[config.mk]
export PLATFORM = sky130hd
export DESIGN_NAME = fp16_result_collector
export DESIGN_NICKNAME = d
export VERILOG_FILES = /design/src/rtl/fp16_result_collector.sv
export SDC_FILE = /design/constraint.sdc
export NUM_CORES = 1
export LEC_CHECK = 0
export CORE_ASPECT_RATIO = 0.75
export CORE_MARGIN = 1
export CORE_UTILIZATION = 44
export DETAILED_ROUTE_END_ITERATION = 12
export PLACE_DENSITY = 0.68
export REMOVE_ABC_BUFFERS = 1
export SETUP_SLACK_MARGIN = 0.15
export SYNTH_ARGS = -nofsm -noshare
export SYNTH_HDL_FRONTEND = slang
export SYNTH_SLANG_ARGS = --single-unit
[constraint.sdc]
create_clock -name clk -period 4.7 [get_ports clk]
set_clock_uncertainty 0.05 [all_clocks]
set_input_delay 0.94 -clock clk [delete_from_list [all_inputs] [get_ports clk]]
set_output_delay 0.94 -clock clk [all_outputs]
set_load 0.01 [all_outputs]
[src/rtl/fp16_result_collector.sv]
// FP16 result collector: classifying FIFO with per-class statistics.
// Optional FP16_CANON_NAN_EN stores every NaN as canonical 0x7E00.
module fp16_result_collector #(
  parameter int DEPTH = 4,
  parameter int CNT_W = 16
) (
  input  logic                       clk,
  input  logic                       rst_n,
  input  logic                       in_valid,
  input  logic [15:0]                in_data,
  output logic                       in_ready,
  output logic                       out_valid,
  output logic [15:0]                out_data,
  output logic [2:0]                 out_class,
  input  logic                       out_ready,
  output logic [$clog2(DEPTH):0]     level,
  input  logic                       clr_stat,
  output logic [CNT_W-1:0]           zero_cnt,
  output logic [CNT_W-1:0]           sub_cnt,
  output logic [CNT_W-1:0]           inf_cnt,
  output logic [CNT_W-1:0]           nan_cnt,
  output logic [3:0]                 sticky
);

  localparam int AW = $clog2(DEPTH);
  localparam int LW = AW + 1;

  localparam logic [2:0] C_ZERO = 3'b000;
  localparam logic [2:0] C_SUB  = 3'b001;
  localparam logic [2:0] C_NORM = 3'b010;
  localparam logic [2:0] C_INF  = 3'b011;
  localparam logic [2:0] C_NAN  = 3'b100;

  logic [AW-1:0]    wr_ptr_q, wr_ptr_d;
  logic [AW-1:0]    rd_ptr_q, rd_ptr_d;
  logic [LW-1:0]    level_q, level_d;
  logic [CNT_W-1:0] zero_cnt_q, zero_cnt_d;
  logic [CNT_W-1:0] sub_cnt_q, sub_cnt_d;
  logic [CNT_W-1:0] inf_cnt_q, inf_cnt_d;
  logic [CNT_W-1:0] nan_cnt_q, nan_cnt_d;
  logic [3:0]       sticky_q, sticky_d;
  logic [18:0]      mem_q [DEPTH];

  logic [2:0]  in_cls;
  logic [15:0] wdata;
  logic        push;
  logic        pop;

  function automatic logic [2:0] classify(input logic [15:0] w);
    logic [2:0] c;
    c = C_NORM;
    unique case (1'b1)
      (w[14:10] == 5'd0)  && (w[9:0] == 10'd0): c = C_ZERO;
      (w[14:10] == 5'd0)  && (w[9:0] != 10'd0): c = C_SUB;
      (w[14:10] == 5'd31) && (w[9:0] == 10'd0): c = C_INF;
      (w[14:10] == 5'd31) && (w[9:0] != 10'd0): c = C_NAN;
      default: c = C_NORM;
    endcase
    return c;
  endfunction

  function automatic logic [CNT_W-1:0] sat_inc(input logic [CNT_W-1:0] v);
    return (v == '1) ? v : v + CNT_W'(1);
  endfunction

  // Handshake flags come from registered occupancy only.
  assign in_ready  = (level_q != LW'(DEPTH));
  assign out_valid = (level_q != '0);
  assign out_data  = mem_q[rd_ptr_q][15:0];
  assign out_class = mem_q[rd_ptr_q][18:16];
  assign level     = level_q;
  assign zero_cnt  = zero_cnt_q;
  assign sub_cnt   = sub_cnt_q;
  assign inf_cnt   = inf_cnt_q;
  assign nan_cnt   = nan_cnt_q;
  assign sticky    = sticky_q;

  // Classify the incoming word and compute pointer, level and stats updates.
  always_comb begin
    in_cls     = classify(in_data);
`ifdef FP16_CANON_NAN_EN
    wdata      = (in_cls == C_NAN) ? 16'h7E00 : in_data;
`else
    wdata      = in_data;
`endif
    push       = in_valid && in_ready;
    pop        = out_valid && out_ready;
    wr_ptr_d   = wr_ptr_q + AW'(push);
    rd_ptr_d   = rd_ptr_q + AW'(pop);
    level_d    = level_q + LW'(push) - LW'(pop);
    zero_cnt_d = zero_cnt_q;
    sub_cnt_d  = sub_cnt_q;
    inf_cnt_d  = inf_cnt_q;
    nan_cnt_d  = nan_cnt_q;
    sticky_d   = sticky_q;
    if (clr_stat) begin
      zero_cnt_d = '0;
      sub_cnt_d  = '0;
      inf_cnt_d  = '0;
      nan_cnt_d  = '0;
      sticky_d   = '0;
    end else if (push) begin
      unique case (in_cls)
        C_ZERO: begin
          zero_cnt_d  = sat_inc(zero_cnt_q);
          sticky_d[0] = 1'b1;
        end
        C_SUB: begin
          sub_cnt_d   = sat_inc(sub_cnt_q);
          sticky_d[1] = 1'b1;
        end
        C_INF: begin
          inf_cnt_d   = sat_inc(inf_cnt_q);
          sticky_d[2] = 1'b1;
        end
        C_NAN: begin
          nan_cnt_d   = sat_inc(nan_cnt_q);
          sticky_d[3] = 1'b1;
        end
        default: ;
      endcase
    end
  end

  // Control and statistics registers.
  always_ff @(posedge clk or negedge rst_n) begin
    if (!rst_n) begin
      wr_ptr_q   <= '0;
      rd_ptr_q   <= '0;
      level_q    <= '0;
      zero_cnt_q <= '0;
      sub_cnt_q  <= '0;
      inf_cnt_q  <= '0;
      nan_cnt_q  <= '0;
      sticky_q   <= '0;
    end else begin
      wr_ptr_q   <= wr_ptr_d;
      rd_ptr_q   <= rd_ptr_d;
      level_q    <= level_d;
      zero_cnt_q <= zero_cnt_d;
      sub_cnt_q  <= sub_cnt_d;
      inf_cnt_q  <= inf_cnt_d;
      nan_cnt_q  <= nan_cnt_d;
      sticky_q   <= sticky_d;
    end
  end

  // Entry storage; contents are only meaningful while occupied.
  always_ff @(posedge clk) begin
    if (push) mem_q[wr_ptr_q] <= {in_cls, wdata};
  end

endmodule

==> results of run 1 <==
-- cell type report --
cell class,instances,share of cell area
sequential,151,0.473
multi-input combinational,359,0.290
timing repair buffer,121,0.134
clock buffer,17,0.0484
tap,205,0.0292
clock inverter,15,0.0202
inverter,12,0.00512
-- synth_stat cells --
cell type,n,area share
edfxtp_1,76,0.33
dfrtp_1,75,0.28
nor2_1,46,0.025
a21oi_1,34,0.025
nand4_1,29,0.027
nand2_1,27,0.015
or3_1,27,0.025
o21ai_0,24,0.018
nand3_1,22,0.016
clkbuf_1,21,0.012
mux4_2,19,0.063
nor4_1,19,0.017
xnor2_1,16,0.021
inv_1,12,0.0066
or4_1,9,0.0099
xor2_1,9,0.012
and3_1,8,0.0073
ha_1,8,0.015
and4_1,7,0.0090
o31ai_1,7,0.0077
nor2b_1,6,0.0055
mux2_2,5,0.0083
nor3b_1,5,0.0055
mux2i_1,4,0.0059
nor3_1,4,0.0029
a211oi_1,3,0.0033
and2_1,3,0.0028
nand4b_1,2,0.0026
or2_2,2,0.0018
a211o_1,1,0.0013
a31oi_1,1,0.00092
and4_2,1,0.0015
buf_1,1,0.00055
buf_2,1,0.00073
fa_1,1,0.0029
mux2_1,1,0.0017
nand2b_1,1,0.00092
nand3b_1,1,0.0011
nor3_4,1,0.0024
nor4_2,1,0.0018
nor4b_1,1,0.0013
o2111ai_1,1,0.0013
o211ai_1,1,0.0011
or4_4,1,0.0017
or4b_1,1,0.0015
-- power groups by stage --
| stage | logic (µW) | clock network, µW | registers [µW] |
|---|---|---|---|
| after floorplan | 393 | 0 | 1700 |
| after global placement | 814 | 0 | 1710 |
| after detailed placement | 826 | 0 | 1720 |
| after CTS | 829 | 1410 | 1700 |
| after global routing | 877 | 1460 | 1710 |
| final | 812 | 1380 | 1690 |
-- cells by family (layout without fill, tap and decap cells) --
logic type,after synthesis,count (layout),share of synthesized area
mux,29,29,0.0785
simple gates,224,224,0.185
compound gates,72,72,0.0581
buf+inv,35,165,0.0194
fa+ha+maj,9,9,0.0176
flops,151,151,0.610
xor+xnor,25,25,0.0321
-- path summary, 6_finish.rpt --
path,from,endpoint,slack (ns)
min,sticky[0],sticky[0],0.46
max in group asynchronous,rst_n,zero_cnt[5],3.40
min reg2reg,sticky[0],sticky[0],0.46
max,rd_ptr_q[0],out_class[0],1.04
min in group asynchronous,rst_n,sub_cnt[10],0.61
max reg2reg,level[2],nan_cnt[5],2.09
-- critical path: stages (launching register included) --
cell and delay [ns]:
dfrtp_1 0.84, buf_4 0.36, mux4_2 0.56, clkdlybuf4s50_1 0.49
-- per-stage QoR --
step	worst slack (ns)	instances	utilization	cell area, µm²	hold WS (ns)
2_1_floorplan	1.42	522	-	6730	0.438
3_3_place_gp	0.783	848	0.539	8190	0.432
3_5_place_dp	0.688	848	0.539	8190	0.438
4_1_cts	0.933	880	0.579	8790	0.454
5_1_grt	0.820	880	0.579	8790	0.501
6_report	1.04	880	0.579	8790	0.457
-- sequential cells by signal, summed over array words and instances (netlist names) --
signal    count
sub_cnt      16
nan_cnt      16
rd_ptr_q      2
zero_cnt     16
level         3
sticky        4
inf_cnt      16
mem_q        76
wr_ptr_q      2
-- layer usage --
| layer | track usage | wire length, µm | vias up |
|---|---|---|---|
| met5 | 0 | 0 | - |
| met4 | 0.0827 | 161 | 0 |
| met3 | 0.0461 | 889 | 12 |
| met2 | 0.320 | 7210 | 153 |
| met1 | 0.277 | 7230 | 2515 |
| li1 | - | - | 2326 |
-- layout by cell type (no fill, tap or decap), types with 22 or more instances in the layout --
| master | Yosys | routed |
|---|---|---|
| clkdlybuf4s50_1 | 0 | 110 |
| edfxtp_1 | 76 | 76 |
| dfrtp_1 | 75 | 75 |
| nor2_1 | 46 | 46 |
| a21oi_1 | 34 | 34 |
| nand4_1 | 29 | 29 |
| nand2_1 | 27 | 27 |
| or3_1 | 27 | 27 |
| o21ai_0 | 24 | 24 |
| nand3_1 | 22 | 22 |
==> impl_results.md, run 1 <==
- WHS Path Cells: 2
- Multi-input logic area: roughly 2500 µm²
- Failing checks: DRC
- Total GRT Usage: 0.204
- Flop pwr share: 0.435
- CTS H-tree lvls: 4
- Peak VDD IR: between 0.2 and 0.3 mV
- Logic pwr share: 0.209
- Register area share after synthesis: 0.610
- Post-CTS Hold Fix Bufs: 0
- Filler cells: approximately 1200
- Register area: 4160 µm²
- Sw frac: 0.281
- Initial core utilization: 0.450
- Critical Path Sink Type: output port
- Final critical-path required period: 3.66 ns
- DRT Pass-1 Iters: 9
- Final period utilization: 0.779
- Max-slew violations: 0
- Clk sink count: between 150 and 200
- Clock share of power: 0.356
- Port bufs: between 100 and 150
- Residual DRC: 2
- Nets: between 600 and 700
- CP required: roughly 3.7 ns
- Overall power: slightly below 4000 µW
- Die area: around 16000 µm²
- Static Leak: 0.00312 µW
- Worst-path clk slew: about 0.07 ns
- Measured slew at the worst slew-check pin: slightly above 1 ns
- Largest net degree at the start of global routing: between 70 and 80
- IO Pins: ~110
- Clock latency on the worst-skew pair: between 0.4 and 0.5 ns
- Total grt overflow: 0
- Share of layout cells above drive strength 1: 0.113
- RSZ-0062 raised after global routing: no
- Synth Warn #: 0
- Cts repair resizes: 0
- Distinct cells, synth: 45
- Vias in the first global route: ~4800
- Via Count: about 5000
- Routed Wire Length: 15500 µm
- CTS tree: done
- Syn avg cell area: roughly 13 µm²
- Num CTS Buffers: 17
- Antenna diode count: 0
- Via density per instance: roughly 5.7
- Die H: approximately 110 µm
- First-pass GRT wire length: 24900 µm
- FP Rows: 39
- Hold violation count in the final report: 0
- Slew HR: 0.325
- 1st-iter DRT viols: approximately 320
- DPL Wire Length: roughly 10000 µm
- Die width: 146 µm
- Initial antenna violation count: 0
- Antenna-violating nets left: 0
- Synth Instances: between 500 and 600
- CTS root buffer: clkbuf_16
- Gpl congestion: 0.796
- Drt wl/cell: between 15 and 20 µm
- Clock Tree Buf Depth: 2
- Crit Path Max Fanout: 12
- Worst hold path class: reg -> reg
- Outcome: finished, violations left
- Max Cap Violations: 0
- Cell Area, Synth: between 6000 and 7000 µm²
- Crit path launch type: flop
- Reg2reg path depth: 6
- Pwr Density: roughly 440 nW/µm²
- Seq cells post-synth: between 150 and 200
- TNS Setup: 0 ns
- Critical path type: reg -> out
- CP arrival: approximately 2.7 ns
- Power Internal: ~2800 µW
- Max Clock Freq: 273 MHz
- Setup Fix Bufs, Post-CTS: 0
- P&R area growth vs syn: 28.9%
- Net switching power: roughly 1100 µW
- Setup violations, final: 0
- Core area: about 15000 µm²
(Power assumes the default switching activity.)
==> run 2: changes to the inputs <==
==> constraint.sdc (replaced) <==
create_clock -name clk -period 3.8 [get_ports clk]
set_clock_uncertainty 0.05 [all_clocks]
set_input_delay 0.76 -clock clk [delete_from_list [all_inputs] [get_ports clk]]
set_output_delay 0.76 -clock clk [all_outputs]
set_load 0.01 [all_outputs]
==> impl_results.md, run 2 (synthesis results as in run 1) <==
- Outcome: finished clean
- Antenna diode count: 0
- Setup Fix Bufs, Post-CTS: 0
- Final period utilization: 0.839
- Initial antenna violation count: 0
- DPL Wire Length: between 10000 and 15000 µm
- Most common cell after layout, fill and taps aside: clkdlybuf4s50_1
- Clk sink count: around 150
- Die area: approximately 16000 µm²
- First-pass GRT wire length: ~25000 µm
- Max-slew violations: 0
- RSZ-0062 raised after global routing: no
- Worst reg2reg setup slack: roughly 1.2 ns
- R2r startpoint: level[1]
- Grt met2 use: 0.322
- CP required: between 4 and 5 ns
- DP Cell Count: around 860
- Share of layout cells above drive strength 1: 0.119
- Pwr Density: 538 nW/µm²
- Drt wl/cell: about 18 µm
- Critical Path Sink Type: flop
- DRT Pass-1 Iters: 5
- Non-filler instance count after layout: 887
- Setup violations, final: 0
- Num CTS Buffers: 17
- Max Clock Freq: 313 MHz
- Overall power: about 4800 µW
- Residual DRC: 0
- Antenna-violating nets left: 0
- Cts repair resizes: 0
- Critical path type: in -> reg
- Crit path launch type: input pin
- Core area: roughly 15000 µm²
- Total grt overflow: 0
- Die width: 146 µm
- Post-CTS Hold Fix Bufs: 0
- Clock latency on the worst-skew pair: 0.43 ns
- CTS H-tree lvls: 4
- Crit Path Max Fanout: 16
- Total GRT Usage: 0.206
- CP arrival: between 3 and 4 ns
- Port bufs: about 110
- Gpl congestion: between 0.7 and 0.8
- Max reg flops: 76
- Vias in the first global route: around 4800
- Nets: approximately 700
- Slew HR: 0.367
- Measured slew at the worst slew-check pin: around 0.95 ns
- Final critical-path required period: between 3 and 4 ns
- Most frequent cells in the layout: clkdlybuf4s50_1 (110), edfxtp_1 (76), dfrtp_1 (75)
- Peak VDD IR: roughly 0.38 mV
- 1st-iter DRT viols: approximately 350
- Largest net degree at the start of global routing: 76
- Worst hold path class: in -> async
- Multi-input logic area: roughly 2500 µm²
- CTS tree: done
- Static Leak: 0.00313 µW
- Via density per instance: 5.74
- P&R area growth vs syn: 29.4%
- Die H: about 110 µm
- Reg-to-Reg End: level[2]
- Initial core utilization: 0.450
- Fin area: about 8800 µm²
- Met3 Resource Use GR: 0.0527
- FP Rows: 39
- GRT busiest layer: met2
- Routed Wire Length: between 15000 and 20000 µm
- Hold violation count in the final report: 0
- Most flops, register: mem_q
- Clock Tree Buf Depth: 2
- Via Count: between 5000 and 6000
- Filler cells: around 1200
- CTS root buffer: clkbuf_16
- Reg2reg path depth: 9
- WHS: around 0.43 ns
- IO Pins: 113
- Area post-placement: 8250 µm²
- Routing usage on met1: 0.281
- TNS Setup: 0 ns
- Register area: 4160 µm²
- Worst-path clk slew: 0.06 ns
- Max Cap Violations: 0
run 2: how the worst max path moves through the flow:
stage                     slack (ns)         from  depth (start not counted)      endpoint
after global routing            0.44   in_data[1]                          6    inf_cnt[5]
after global placement          0.27  in_data[13]                          6  zero_cnt[14]
after floorplan                 0.70  in_data[13]                          5  zero_cnt[14]
after CTS                       0.59  rd_ptr_q[1]                          3  out_data[11]
after detailed placement        0.22   in_data[1]                          6    inf_cnt[5]
final                           0.61   in_data[1]                          6    inf_cnt[5]
run 2: per-layer routing:
layer | wire (µm) | part of all wire
met5 | 0 | 0
met4 | 151 | 0.0097
met3 | 930 | 0.060
met2 | 7170 | 0.46
met1 | 7360 | 0.47
run 2: critical path, cell delays in order:
cell,delay (ns)
clkdlybuf4s50_1,0.49
nor4_1,0.63
nand4_1,0.43
a211o_1,0.57
or4_1,0.46
a21oi_1,0.15
run 2: area by class of cell:
| type | count | share of cell area |
|---|---|---|
| flip-flops and latches | 151 | 0.471 |
| multi-input cells | 359 | 0.288 |
| repair buffers | 128 | 0.141 |
| clock buffers | 18 | 0.0486 |
| well taps | 205 | 0.0290 |
| clock inverters | 14 | 0.0169 |
| inverters | 12 | 0.00510 |
run 2: where the power goes:
part	internal (µW)	switching [µW]	total, µW
clock network	970	667	1640
registers	1940	108	2050
logic	587	481	1070
run 2: stage by stage:
step,setup slack (ns),util
floorplan,0.697,-
global placement,0.266,0.544
detailed placement,0.217,0.544
CTS,0.589,0.582
global route,0.445,0.582
finish,0.610,0.582
